### src/rtl/run_ctrl_pkg.sv
// ---------------------------------------------------------------------------
// run_ctrl_pkg
// Shared types for the run-control / exit monitor.
//   run_state_e : top-level FSM states (HOLD -> RUN -> DONE)
//   exit_mode_e : end-of-run policy (any enabled channel / all enabled channels)
//   verdict_e   : final verdict classes
// ---------------------------------------------------------------------------
package run_ctrl_pkg;

    typedef enum logic [1:0] {
        HOLD = 2'd0,
        RUN  = 2'd1,
        DONE = 2'd2
    } run_state_e;

    typedef enum logic {
        EXIT_ANY = 1'b0,
        EXIT_ALL = 1'b1
    } exit_mode_e;

    typedef enum logic [1:0] {
        PASS    = 2'd0,
        FAIL    = 2'd1,
        TIMEOUT = 2'd2
    } verdict_e;

endpackage : run_ctrl_pkg

### src/rtl/run_ctrl_ch.sv
// ---------------------------------------------------------------------------
// run_ctrl_ch
// One exit-reporting channel: a sticky "exited" flag, the captured exit
// value and a flag telling whether that value was nonzero. Only the first
// enabled strobe seen while the run is active is captured.
//
// Ports
//   i_clk, i_rst      clock, asynchronous active-high reset
//   i_clear           synchronous clear of flag and capture
//   i_run             top FSM is in RUN (strobes outside RUN are ignored)
//   i_en              channel enable
//   i_valid, i_value  exit strobe and value
//   o_exited_next     flag as it will be after this edge (registered | capture)
//   o_nonzero_next    nonzero flag as it will be after this edge
//   o_value_next      captured value as it will be after this edge
// ---------------------------------------------------------------------------
module run_ctrl_ch
    import run_ctrl_pkg::*;
#(
    parameter int VALUE_W = 32
) (
    input  logic               i_clk,
    input  logic               i_rst,
    input  logic               i_clear,
    input  logic               i_run,
    input  logic               i_en,
    input  logic               i_valid,
    input  logic [VALUE_W-1:0] i_value,
    output logic               o_exited_next,
    output logic               o_nonzero_next,
    output logic [VALUE_W-1:0] o_value_next
);

    logic               r_exited;
    logic               r_nonzero;
    logic [VALUE_W-1:0] r_value;
    logic               w_capture;

    // Later strobes on an already-exited channel are dropped.
    assign w_capture = i_run & i_en & i_valid & ~r_exited;

    always_ff @(posedge i_clk or posedge i_rst) begin
        if (i_rst) begin
            r_exited  <= 1'b0;
            r_nonzero <= 1'b0;
            r_value   <= '0;
        end else if (i_clear) begin
            r_exited  <= 1'b0;
            r_nonzero <= 1'b0;
            r_value   <= '0;
        end else if (w_capture) begin
            r_exited  <= 1'b1;
            r_nonzero <= |i_value;
            r_value   <= i_value;
        end
    end

    // Look-ahead views let the top decide the verdict on the same edge the
    // strobe is captured, giving a one-cycle strobe-to-verdict latency.
    assign o_exited_next  = r_exited | w_capture;
    assign o_nonzero_next = w_capture ? (|i_value) : r_nonzero;
    assign o_value_next   = w_capture ? i_value : r_value;

endmodule : run_ctrl_ch

### src/rtl/run_ctrl.sv
// ---------------------------------------------------------------------------
// run_ctrl
// Run-control and exit monitor. Holds the core in reset for RST_HOLD_CYCLES
// edges, latches the boot straps when releasing it, then watches NUM_CH exit
// channels and a programmable cycle watchdog, and reports one sticky
// registered verdict (pass / fail / timeout).
//
// Ports
//   clk_i, rst_i             clock, asynchronous active-high reset
//   clear_i                  synchronous restart into HOLD
//   boot_sel_i               boot strap (0 jtag, 1 flash)
//   execute_from_flash_i     SPI strap
//   exit_mode_i              0 any enabled channel ends run, 1 all must exit
//   ch_en_i                  channel enable mask
//   max_cycles_i             watchdog limit, 0 disables
//   exit_valid_i             per-channel exit strobe
//   exit_value_i             per-channel exit value, channel k at [k*VALUE_W +: VALUE_W]
//   core_rst_no              active-low core reset
//   boot_sel_o,
//   execute_from_flash_o     straps latched at HOLD->RUN
//   done_o                   verdict valid (sticky)
//   pass_o, fail_o, timeout_o one-hot verdict
//   fail_ch_o                lowest failing channel
//   result_value_o           exit value of fail_ch_o on fail, else 0
//   cycle_cnt_o              RUN cycles elapsed (saturating, frozen in DONE)
// ---------------------------------------------------------------------------
module run_ctrl
    import run_ctrl_pkg::*;
#(
    parameter int NUM_CH          = 2,
    parameter int VALUE_W         = 32,
    parameter int CNT_W           = 32,
    parameter int RST_HOLD_CYCLES = 50,
    localparam int CH_W           = (NUM_CH > 1) ? $clog2(NUM_CH) : 1
) (
    input  logic                      clk_i,
    input  logic                      rst_i,
    input  logic                      clear_i,
    input  logic                      boot_sel_i,
    input  logic                      execute_from_flash_i,
    input  logic                      exit_mode_i,
    input  logic [NUM_CH-1:0]         ch_en_i,
    input  logic [CNT_W-1:0]          max_cycles_i,
    input  logic [NUM_CH-1:0]         exit_valid_i,
    input  logic [NUM_CH*VALUE_W-1:0] exit_value_i,
    output logic                      core_rst_no,
    output logic                      boot_sel_o,
    output logic                      execute_from_flash_o,
    output logic                      done_o,
    output logic                      pass_o,
    output logic                      fail_o,
    output logic                      timeout_o,
    output logic [CH_W-1:0]           fail_ch_o,
    output logic [VALUE_W-1:0]        result_value_o,
    output logic [CNT_W-1:0]          cycle_cnt_o
);

    // A counter of $clog2(N) bits holds N-1, the last hold count.
    localparam int                 HOLD_W    = (RST_HOLD_CYCLES > 1) ? $clog2(RST_HOLD_CYCLES) : 1;
    localparam logic [HOLD_W-1:0]  HOLD_LAST = HOLD_W'(RST_HOLD_CYCLES - 1);

    // ------------------------------------------------------------------
    // State and counters
    // ------------------------------------------------------------------
    run_state_e         r_state;
    run_state_e         w_state_next;
    logic [HOLD_W-1:0]  r_hold_cnt;
    logic [CNT_W-1:0]   r_cycle_cnt;

    // Registered outputs and their next values
    logic               r_core_rst_n,  w_core_rst_n_next;
    logic               r_boot_sel,    w_boot_sel_next;
    logic               r_exec_flash,  w_exec_flash_next;
    logic               r_done,        w_done_next;
    logic               r_pass,        w_pass_next;
    logic               r_fail,        w_fail_next;
    logic               r_timeout,     w_timeout_next;
    logic [CH_W-1:0]    r_fail_ch,     w_fail_ch_next;
    logic [VALUE_W-1:0] r_result,      w_result_next;

    // Channel look-ahead views
    logic [NUM_CH-1:0]  w_exited_next;
    logic [NUM_CH-1:0]  w_nonzero_next;
    logic [VALUE_W-1:0] w_value_next [NUM_CH];

    logic               w_run;
    logic               w_hold_done;
    logic [NUM_CH-1:0]  w_exited_en;
    logic [NUM_CH-1:0]  w_fail_vec;
    logic               w_end;
    logic               w_wdog;
    logic               w_run_ends;
    exit_mode_e         w_mode;
    verdict_e           w_verdict;
    logic [CH_W-1:0]    w_fail_ch;
    logic [VALUE_W-1:0] w_fail_value;

    assign w_run       = (r_state == RUN);
    assign w_hold_done = (r_state == HOLD) && (r_hold_cnt == HOLD_LAST);
    assign w_mode      = exit_mode_e'(exit_mode_i);

    // ------------------------------------------------------------------
    // Exit channels
    // ------------------------------------------------------------------
    generate
        for (genvar gi = 0; gi < NUM_CH; gi++) begin : g_ch
            run_ctrl_ch #(
                .VALUE_W (VALUE_W)
            ) u_ch (
                .i_clk          (clk_i),
                .i_rst          (rst_i),
                .i_clear        (clear_i),
                .i_run          (w_run),
                .i_en           (ch_en_i[gi]),
                .i_valid        (exit_valid_i[gi]),
                .i_value        (exit_value_i[gi*VALUE_W +: VALUE_W]),
                .o_exited_next  (w_exited_next[gi]),
                .o_nonzero_next (w_nonzero_next[gi]),
                .o_value_next   (w_value_next[gi])
            );
        end
    endgenerate

    // ------------------------------------------------------------------
    // End condition, watchdog and verdict
    // ------------------------------------------------------------------
    // The mask is applied live, so a channel disabled after exiting no
    // longer counts towards the end condition or the verdict.
    assign w_exited_en = w_exited_next & ch_en_i;
    assign w_fail_vec  = w_exited_en & w_nonzero_next;

    // In ALL mode an empty mask compares equal immediately and ends the run.
    assign w_end = (w_mode == EXIT_ANY) ? (|w_exited_en)
                                        : (w_exited_en == ch_en_i);

    assign w_wdog     = (max_cycles_i != '0) && (r_cycle_cnt >= max_cycles_i);
    assign w_run_ends = w_run && (w_end || w_wdog);

    // Lowest failing index wins: scan downwards so the last hit is the lowest.
    always_comb begin
        w_fail_ch    = '0;
        w_fail_value = '0;
        for (int k = NUM_CH - 1; k >= 0; k--) begin
            if (w_fail_vec[k]) begin
                w_fail_ch    = CH_W'(k);
                w_fail_value = w_value_next[k];
            end
        end
    end

    // An end condition takes priority over the watchdog.
    always_comb begin
        if (w_end) begin
            w_verdict = (|w_fail_vec) ? FAIL : PASS;
        end else begin
            w_verdict = TIMEOUT;
        end
    end

    // ------------------------------------------------------------------
    // FSM: state register
    // ------------------------------------------------------------------
    always_ff @(posedge clk_i or posedge rst_i) begin
        if (rst_i) begin
            r_state <= HOLD;
        end else begin
            r_state <= w_state_next;
        end
    end

    // ------------------------------------------------------------------
    // FSM: next-state logic
    // ------------------------------------------------------------------
    always_comb begin
        w_state_next = r_state;
        if (clear_i) begin
            w_state_next = HOLD;
        end else begin
            case (r_state)
                HOLD:    if (w_hold_done) w_state_next = RUN;
                RUN:     if (w_run_ends)  w_state_next = DONE;
                DONE:    w_state_next = DONE;
                default: w_state_next = HOLD;
            endcase
        end
    end

    // ------------------------------------------------------------------
    // FSM: output logic (next values of the registered outputs)
    // ------------------------------------------------------------------
    always_comb begin
        w_core_rst_n_next = (w_state_next != HOLD);
        w_boot_sel_next   = r_boot_sel;
        w_exec_flash_next = r_exec_flash;
        w_done_next       = r_done;
        w_pass_next       = r_pass;
        w_fail_next       = r_fail;
        w_timeout_next    = r_timeout;
        w_fail_ch_next    = r_fail_ch;
        w_result_next     = r_result;

        if (clear_i) begin
            w_boot_sel_next   = 1'b0;
            w_exec_flash_next = 1'b0;
            w_done_next       = 1'b0;
            w_pass_next       = 1'b0;
            w_fail_next       = 1'b0;
            w_timeout_next    = 1'b0;
            w_fail_ch_next    = '0;
            w_result_next     = '0;
        end else begin
            // Straps are taken on the same edge the core leaves reset.
            if (w_hold_done) begin
                w_boot_sel_next   = boot_sel_i;
                w_exec_flash_next = execute_from_flash_i;
            end
            if (w_run_ends) begin
                w_done_next    = 1'b1;
                w_pass_next    = (w_verdict == PASS);
                w_fail_next    = (w_verdict == FAIL);
                w_timeout_next = (w_verdict == TIMEOUT);
                w_fail_ch_next = (w_verdict == FAIL) ? w_fail_ch : '0;
                w_result_next  = (w_verdict == FAIL) ? w_fail_value : '0;
            end
        end
    end

    // ------------------------------------------------------------------
    // Output registers
    // ------------------------------------------------------------------
    always_ff @(posedge clk_i or posedge rst_i) begin
        if (rst_i) begin
            r_core_rst_n <= 1'b0;
            r_boot_sel   <= 1'b0;
            r_exec_flash <= 1'b0;
            r_done       <= 1'b0;
            r_pass       <= 1'b0;
            r_fail       <= 1'b0;
            r_timeout    <= 1'b0;
            r_fail_ch    <= '0;
            r_result     <= '0;
        end else begin
            r_core_rst_n <= w_core_rst_n_next;
            r_boot_sel   <= w_boot_sel_next;
            r_exec_flash <= w_exec_flash_next;
            r_done       <= w_done_next;
            r_pass       <= w_pass_next;
            r_fail       <= w_fail_next;
            r_timeout    <= w_timeout_next;
            r_fail_ch    <= w_fail_ch_next;
            r_result     <= w_result_next;
        end
    end

    // ------------------------------------------------------------------
    // Hold and cycle counters
    // ------------------------------------------------------------------
    always_ff @(posedge clk_i or posedge rst_i) begin
        if (rst_i) begin
            r_hold_cnt <= '0;
        end else if (clear_i || (r_state != HOLD)) begin
            r_hold_cnt <= '0;
        end else if (!w_hold_done) begin
            r_hold_cnt <= r_hold_cnt + HOLD_W'(1);
        end
    end

    // Counts every RUN edge (including the one entering DONE), saturates,
    // and freezes in DONE.
    always_ff @(posedge clk_i or posedge rst_i) begin
        if (rst_i) begin
            r_cycle_cnt <= '0;
        end else if (clear_i || (r_state == HOLD)) begin
            r_cycle_cnt <= '0;
        end else if (w_run && (r_cycle_cnt != '1)) begin
            r_cycle_cnt <= r_cycle_cnt + CNT_W'(1);
        end
    end

    assign core_rst_no          = r_core_rst_n;
    assign boot_sel_o           = r_boot_sel;
    assign execute_from_flash_o = r_exec_flash;
    assign done_o               = r_done;
    assign pass_o               = r_pass;
    assign fail_o               = r_fail;
    assign timeout_o            = r_timeout;
    assign fail_ch_o            = r_fail_ch;
    assign result_value_o       = r_result;
    assign cycle_cnt_o          = r_cycle_cnt;

endmodule : run_ctrl

### config.mk
export PLATFORM = sky130hd
export DESIGN_NAME = run_ctrl
export DESIGN_NICKNAME = d
export VERILOG_FILES = /design/src/rtl/run_ctrl_pkg.sv /design/src/rtl/run_ctrl_ch.sv /design/src/rtl/run_ctrl.sv
export SDC_FILE = /design/constraint.sdc
export NUM_CORES = 1
export LEC_CHECK = 0
export CELL_PAD_IN_SITES_DETAIL_PLACEMENT = 1
export CELL_PAD_IN_SITES_GLOBAL_PLACEMENT = 1
export CORE_ASPECT_RATIO = 0.5
export CORE_MARGIN = 3
export CORE_UTILIZATION = 28
export DETAILED_ROUTE_END_ITERATION = 12
export GPL_TIMING_DRIVEN = 1
export PLACE_DENSITY = 0.62
export SYNTH_ARGS = -nofsm -noshare
export SYNTH_HDL_FRONTEND = slang
export SYNTH_SLANG_ARGS = --single-unit
### constraint.sdc
create_clock -name clk_i -period 15.8 [get_ports clk_i]
set_input_delay 3.16 -clock clk_i [delete_from_list [all_inputs] [get_ports clk_i]]
set_output_delay 3.16 -clock clk_i [all_outputs]
set_load 0.005 [all_outputs]
==> results of run 1 <==
## cells in the mapped netlist (2+ instances only)
| library cell | n |
|---|---|
| and4_1 | 3 |
| nand4_1 | 20 |
| a21oi_1 | 31 |
| nor4_1 | 26 |
| o21a_1 | 2 |
| xnor2_1 | 14 |
| mux2i_1 | 64 |
| o211ai_1 | 2 |
| mux2_2 | 4 |
| ha_1 | 35 |
| and4_4 | 2 |
| nor2_1 | 106 |
| and2_1 | 3 |
| xor2_1 | 6 |
| nand3_1 | 24 |
| o32ai_1 | 29 |
| nand2_1 | 26 |
| o21ai_0 | 21 |
| and3_1 | 4 |
| nor3_1 | 11 |
| dfrtp_1 | 148 |
| buf_4 | 6 |
| a211oi_1 | 2 |
| clkbuf_1 | 18 |
| buf_2 | 12 |
| inv_1 | 46 |
| nand2b_1 | 6 |
| a31oi_1 | 3 |
| nor2b_1 | 3 |
| a21o_1 | 33 |
| a221o_1 | 4 |
| or3_1 | 12 |
| nand3b_1 | 2 |
## how the worst min path moves through the flow
stage	end	start	slack, ns
final	result_value_o[26]	result_value_o[26]	0.48
after global routing	result_value_o[26]	result_value_o[26]	0.50
after CTS	result_value_o[26]	result_value_o[26]	0.48
after detailed placement	result_value_o[26]	result_value_o[26]	0.47
after global placement	result_value_o[23]	result_value_o[23]	0.46
after floorplan	result_value_o[0]	result_value_o[0]	0.47
## sequential cells by signal (all words and copies together), names as in the netlist
| signal | flops |
|---|---|
| core_rst_no | 1 |
| cycle_cnt_o | 32 |
| r_hold_cnt | 6 |
| pass_o | 1 |
| g_ch.u_ch.r_exited | 2 |
| fail_o | 1 |
| r_state | 2 |
| boot_sel_o | 1 |
| timeout_o | 1 |
| execute_from_flash_o | 1 |
| done_o | 1 |
| result_value_o | 32 |
| g_ch.u_ch.r_nonzero | 2 |
| g_ch.u_ch.r_value | 64 |
| fail_ch_o | 1 |
## power by group
group	leakage, nW	switching, W	internal [W]
sequential	2.07	0.000000684	0.000380
clock	0.273	0.000164	0.000240
combinational	2.65	0.0000318	0.0000291
## cell type report
class	instances	area, µm²	area share (%)
inverters	46	178	1.72
clock inverters	8	103	0.993
multi-input cells	521	3610	35.0
flip-flops and latches	148	3700	35.8
clock buffers	23	468	4.53
well taps	352	440	4.26
repair buffers	185	1830	17.7
## logic make-up after synthesis
kind of cell / count (synthesis) / share of synthesized area (%)
compound gates: 143 / 13.4
xor+xnor: 20 / 2.29
fa+ha+maj: 35 / 5.72
buf+inv: 83 / 4.66
flops: 148 / 48.4
mux: 68 / 8.96
simple gates: 255 / 16.5
## per-stage QoR
stage / util (%) / area [µm²] / total power, W / setup WS, ns / hold WS [ns]
global placement: 36.6 / 9760 / 0.000448 / 9.49 / 0.464
global route: 38.8 / 10300 / 0.000878 / 9.70 / 0.497
floorplan: - / 7650 / 0.000407 / 8.66 / 0.474
detailed placement: 36.6 / 9760 / 0.000449 / 9.46 / 0.468
CTS: 38.8 / 10300 / 0.000857 / 9.93 / 0.483
finish: 38.8 / 10300 / 0.000845 / 9.84 / 0.476
## layer usage
metal	routed length [µm]	up-vias	global-route usage (%)
met5	0	-	0
met4	433	0	6.00
met3	734	24	3.39
met2	13400	92	32.3
met1	11500	3354	22.3
li1	-	3056	-
==> reports/results.ini, run 1 <==
[run_status]
outcome=finished, final reports clean

[cts]
cts_made_buffers=17
hold_buffers=0
cts_tree=done
clkSinkCount=148
worstSkewPairLatency_ns=0.44
cts-resized-gates=0
clk_pin_slew_worst_paths_ns=0.06
cts_root_buf=clkbuf_16
post_cts_buffers=0
h-tree-depth=4
cts_buffer_depth=2

[final_layout]
layout_common_cells=clkdlybuf4s50_1, dfrtp_1, nor2_1
fill_cells=2962
area.growth.synth_to_final_pct=35.0
stdcell_count=1283
drive_gt1_share_pct=6.02
antenna_cells=0
fin_nets=1060
final_common_cell=clkdlybuf4s50_1

[sta]
fin_setup_tns_ns=0
fin_skew_ns=0.0109
maxSlewHeadroom_pct=20.1
period_needed_ns=5.96
setup_viol_count_final=0
hold_violations=0
tightest_slew_ns=1.20
fin_crit_sh_pct=37.7
fmax_mhz=168
rsz0062_at_grt=no
drv_slew=0

[placement]
gp_congestion=0.788
portBuffers=177
place_inst=1252
post-dp-hpwl_mm=18.6

[setup_path]
path_depth=8
crit_buf_inv=1
cp_data_required_time_ns=16.11
worstSetupStartpoint=exit_value_i[43]
crit_path_max_incr_delay_ns=0.69
reg2reg_slack_ns=12.52
r2r-end=result_value_o[29]
cp_max_fo=32
crit_type=input pin to flip-flop
start_kind=input pin
crit_family=simple AND/OR/NAND/NOR gates
cpMaxStageDelayCell=nor4_1
endpoint=result_value_o[29]
worstSetupEndpointType=flip-flop
r2r_cells=6
cp_cell_sequence=clkdlybuf4s50_1 > nor4_1 > nand4_1 > o311ai_4 > nor4_2 > nand2_2 > nor2_1 > a221o_1
critPathArrivalTime_ns=6.27
r2r_start=r_state[1]

[synthesis]
synth_async_sr_flop_share_pct=100
synth_top_area_share_pct=48.4
synth_cell_type_count=57
synth_fp_nets=893
synth_area_per_cell_um2=10.2
synthTopCellsByArea=dfrtp_1, mux2i_1, ha_1
yosysSeqAreaShare_pct=48.4
synth_top_area_cell=dfrtp_1
synth_ff_type=dfrtp_1
synth_edf_count=0
synthCells=752
ys_ff_latch=148
syn_area_um2=7650
synth_warnings=0

[drt]
dr.first_iter.drc_count=385
first_pass_iters=4
ant_nets=0
via_per_inst=5.09
detail_route.wl_per_cell_um=20.3
via_count=6526
drc=0
drt-total-wl_mm=26.1

[global_routing]
grt_first_pass_wirelength_mm=40.2
antenna_found_initial=0
gr-total-overflow=0
grt_usage_pct=18.1
first_global_vias=6967
grt_max_degree=82

[floorplanning]
io-pin-count=178
start_util_pct=28.7
die_w_um=240
coreArea_um2=26600
dieArea_um2=29500
die_h_um=123
rows=42

[worst_hold_path]
hold_class=flip-flop to flip-flop
hold_depth=1

[power]
ir_drop_v=0.0000855
power_density_nw_per_um2=81.8
leakagePower_nw=4.99

[run]
max-cap-violations=0

Power figures use the tool's default switching activity.
==> run 2: changes to the inputs <==
clock period = 5.52 ns   (was 15.8 ns; I/O delays follow)
==> reports/results.ini, run 2 (synthesized netlist as in run 1, its figures left out) <==
[sta]
fmax_mhz=269
rsz0062_at_grt=no
drv_slew=0
fin_setup_tns_ns=0
fin_skew_ns=0.0154
fin_crit_sh_pct=67.3
period_needed_ns=3.71
hold_ws_ns=0.483
maxSlewHeadroom_pct=36.7
tightest_slew_ns=0.950
setup_viol_count_final=0
hold_violations=0
setup_slack_ns=1.81

[cts]
hold_buffers=0
clk_pin_slew_worst_paths_ns=0.07
cts-resized-gates=0
cts_made_buffers=17
cts_buffer_depth=2
post_cts_buffers=0
clkSinkCount=148
h-tree-depth=4
cts_root_buf=clkbuf_16
worstSkewPairLatency_ns=0.44
cts_tree=done

[final_layout]
layout_common_cells=clkdlybuf4s50_1, dfrtp_1, nor2_1
ff_latch_area_um2=3700
area.growth.synth_to_final_pct=36.2
fin_area_um2=10400
fin_nets=1062
final_common_cell=clkdlybuf4s50_1
largest-register=g_ch.u_ch.r_value
largest_register_ffs=64
multi_input_area_um2=3610
fill_cells=2953
drive_gt1_share_pct=6.53
antenna_cells=0

[drt]
drc=0
drt-total-wl_mm=26.0
dr.first_iter.drc_count=326
via_per_inst=5.09
detail_route.wl_per_cell_um=20.2
ant_nets=0
via_count=6548
first_pass_iters=4

[placement]
placedInstanceArea_um2=9780
portBuffers=177
dp_slack_ns=1.40
post-dp-hpwl_mm=18.6
gp_congestion=0.756

[floorplanning]
die_w_um=240
start_util_pct=28.7
io-pin-count=178
die_h_um=123
coreArea_um2=26600
dieArea_um2=29500
rows=42

[run_status]
outcome=finished, final reports clean

[power]
leakagePower_nw=5.03
power_density_nw_per_um2=245
ir_drop_v=0.000217

[worst_hold_path]
hold_end=result_value_o[31]
hp-start=result_value_o[31]
hold_depth=1
hold_class=flip-flop to flip-flop

[setup_path]
r2r-end=result_value_o[28]
cp_cell_sequence=clkdlybuf4s50_1 > inv_1 > ha_1 > a21oi_1 > o21ai_0 > a221o_1 > a211oi_1 > nand3_1 > o221ai_4 > buf_4 > a221o_1
crit_type=input pin to flip-flop
worstSetupEndpointType=flip-flop
cpMaxStageDelayCell=clkdlybuf4s50_1
cp_data_required_time_ns=5.90
cp_max_fo=35
start_kind=input pin
crit_path_max_incr_delay_ns=0.49
critPathArrivalTime_ns=4.09
r2r_cells=9
reg2reg_slack_ns=2.52
cp_common_cell=a221o_1
r2r_start=cycle_cnt_o[21]

[global_routing]
gr-total-overflow=0
grt_max_degree=80
grt_first_pass_wirelength_mm=41.1
first_global_vias=7115
antenna_found_initial=0
grt_usage_pct=18.1

[run]
max-cap-violations=0

-- run 2: changes by cell type in the layout (fill, tap and decap cells not counted) --
cell / previous run / this run
clkinvlp_4: 2 / 3
clkbuf_8: 2 / 3
clkbuf_1: 4 / 2
clkinv_2: 2 / 0
bufinv_16: 2 / 4
buf_4: 8 / 10
inv_6: 1 / 3
clkinv_4: 2 / 1
-- run 2: area by class of cell --
cell class                 instances  share of cell area, %
tap                              352                   4.23
inverter                          46                   1.71
clock inverter                    10                   1.62
multi-input combinational        521                   34.7
timing repair buffer             187                   17.7
sequential                       148                   35.5
clock buffer                      22                   4.55
-- run 2: worst max path at each step --
stage	to	slack (ns)	cells past startpoint	from
after floorplan	boot_sel_o	0.44	1	rst_i
after global placement	result_value_o[29]	1.43	8	exit_value_i[45]
after detailed placement	result_value_o[29]	1.40	10	max_cycles_i[31]
after CTS	result_value_o[28]	1.86	8	exit_value_i[45]
after global routing	result_value_o[29]	1.63	8	exit_value_i[45]
final	result_value_o[28]	1.81	11	max_cycles_i[21]
-- run 2: metal layers --
layer	vias up	wire length (µm)	track usage, %
met2	92	13400	32.7
met4	0	248	4.75
met1	3377	11700	22.9
met5	-	0	0
li1	3062	-	-
met3	17	666	2.87
-- run 2: worst max-delay path: cells and delay by family --
kind	cells	cell delay (ns)
AOI/OAI and AO/OA	6	1.49
buffers and inverters	3	0.97
adders and majority gates	1	0.30
and+or+nand+nor	1	0.20
-- run 2: through the flow --
step / total power (W) / std cells / utilization (%)
2_1_floorplan: 0.00117 / 752 / -
3_3_place_gp: 0.00128 / 1254 / 36.7
3_5_place_dp: 0.00129 / 1254 / 36.7
4_1_cts: 0.00258 / 1286 / 39.1
5_1_grt: 0.00264 / 1286 / 39.1
6_report: 0.00255 / 1286 / 39.1
-- run 2: where the power goes --
group	leakage [nW]	internal, W	total [W]	switching, W
logic	2.66	0.0000836	0.000175	0.0000909
clock network	0.304	0.000797	0.00129	0.000490
registers	2.07	0.00109	0.00109	0.00000186
==> run 3: changes to the inputs <==
clock period = 3.7 ns   (was 5.52 ns; I/O delays follow)
==> reports/results.ini, run 3 (synthesized netlist as in run 1, its figures left out) <==
[final_layout]
layout_common_cells=clkdlybuf4s50_1, dfrtp_1, nor2_1
largest_register_ffs=64
drive_gt1_share_pct=7.23
fin_area_um2=10400
area.growth.synth_to_final_pct=36.5
antenna_cells=0
final_common_cell=clkdlybuf4s50_1
fin_nets=1070
largest-register=g_ch.u_ch.r_value

[floorplanning]
coreArea_um2=26600
io-pin-count=178
die_h_um=123
die_w_um=240
start_util_pct=28.7
rows=42
dieArea_um2=29500

[cts]
cts-resized-gates=0
worstSkewPairLatency_ns=0.43
cts_root_buf=clkbuf_16
post_cts_buffers=0
cts_tree=done
clkSinkCount=148
hold_buffers=0
cts_buffer_depth=2
cts_made_buffers=17
clk_pin_slew_worst_paths_ns=0.06
h-tree-depth=4

[setup_path]
crit_path_max_incr_delay_ns=0.56
critPathArrivalTime_ns=3.56
crit_family=simple AND/OR/NAND/NOR gates
cp_cell_sequence=clkdlybuf4s50_1 > inv_1 > ha_1 > nand4_1 > nor4_1 > o311ai_0 > nand2_1 > o221ai_4 > buf_12 > a221o_1
cpMaxStageDelayCell=nor4_1
crit_type=input pin to flip-flop
cp_data_required_time_ns=4.01
cp_max_fo=35
crit_buf_inv=3
start_kind=input pin
worstSetupEndpointType=flip-flop

[sta]
period_needed_ns=3.25
drv_slew=0
fmax_mhz=308
hold_violations=0
hold_ws_ns=0.480
maxSlewHeadroom_pct=36.4
tightest_slew_ns=0.954
setup_viol_count_final=0
rsz0062_at_grt=no
fin_setup_tns_ns=0
fin_crit_sh_pct=87.9
fin_skew_ns=0.00852

[placement]
portBuffers=177
gp_congestion=0.759
placedInstanceArea_um2=9880
post-dp-hpwl_mm=18.7

[power]
leakagePower_nw=5.06
ir_drop_v=0.000327
power_density_nw_per_um2=345

[drt]
ant_nets=0
drt-total-wl_mm=25.8
drc=0
via_per_inst=5.03
via_count=6508
dr.first_iter.drc_count=284
detail_route.wl_per_cell_um=20.0
first_pass_iters=4

[global_routing]
antenna_found_initial=0
grt_first_pass_wirelength_mm=41.1
grt_max_degree=79
gr-total-overflow=0
first_global_vias=7107
grt_usage_pct=18.1

[worst_hold_path]
hold_class=flip-flop to flip-flop

[run_status]
outcome=finished, final reports clean

[run]
max-cap-violations=0

==> run 3: final cells by class <==
class | instances | area [µm²]
fill | 2949 | 16200
sequential | 148 | 3700
multi-input combinational | 521 | 3610
timing repair buffer | 195 | 1950
tap | 352 | 440
clock buffer | 19 | 433
inverter | 46 | 176
clock inverter | 12 | 131
==> run 3: metrics by stage <==
| step | power (W) | util [%] | cells | setup slack (ns) |
|---|---|---|---|---|
| after floorplan | 0.00174 | - | 752 | 1.07 |
| final | 0.00360 | 39.2 | 1293 | 0.449 |
| after CTS | 0.00366 | 39.2 | 1293 | 0.567 |
| after detailed placement | 0.00193 | 37.1 | 1262 | 0.105 |
| after global placement | 0.00192 | 37.1 | 1262 | 0.218 |
| after global routing | 0.00376 | 39.2 | 1293 | 0.380 |
==> run 3: report_power, final <==
part	internal, W	switching, W	leakage (nW)	total (W)
clock network	0.000992	0.000717	0.278	0.00171
logic	0.000131	0.000138	2.71	0.000269
registers	0.00162	0.00000280	2.07	0.00162
==> run 3: per-layer routing <==
| metal | GRT usage [%] | wire length, µm | vias to the layer above |
|---|---|---|---|
| li1 | - | - | 3078 |
| met1 | 22.9 | 11700 | 3317 |
| met2 | 32.4 | 13200 | 90 |
| met3 | 2.72 | 669 | 23 |
| met4 | 5.24 | 335 | 0 |
| met5 | 0 | 0 | - |
==> run 3: worst register-to-register path: stages, from the launching register on <==
cell	delay (ns)
dfrtp_1	0.46
ha_1	0.35
nand4_1	0.18
nor4_1	0.59
o311ai_0	0.30
nand2_1	0.19
o221ai_4	0.13
buf_12	0.22
a221o_1	0.37
==> run 3: final timing paths <==
path | slack [ns] | endpoint | from | depth (start not counted)
worst min register to register | 0.48 | result_value_o[31] | result_value_o[31] | 1
worst min-delay path | 0.48 | result_value_o[31] | result_value_o[31] | 1
max in group asynchronous | 2.04 | cycle_cnt_o[22] | rst_i | 3
worst max register to register | 0.79 | result_value_o[30] | cycle_cnt_o[30] | 8
min in group asynchronous | 0.83 | g_ch[0].u_ch.r_value[2] | rst_i | 2
worst max-delay path | 0.45 | result_value_o[30] | max_cycles_i[27] | 10
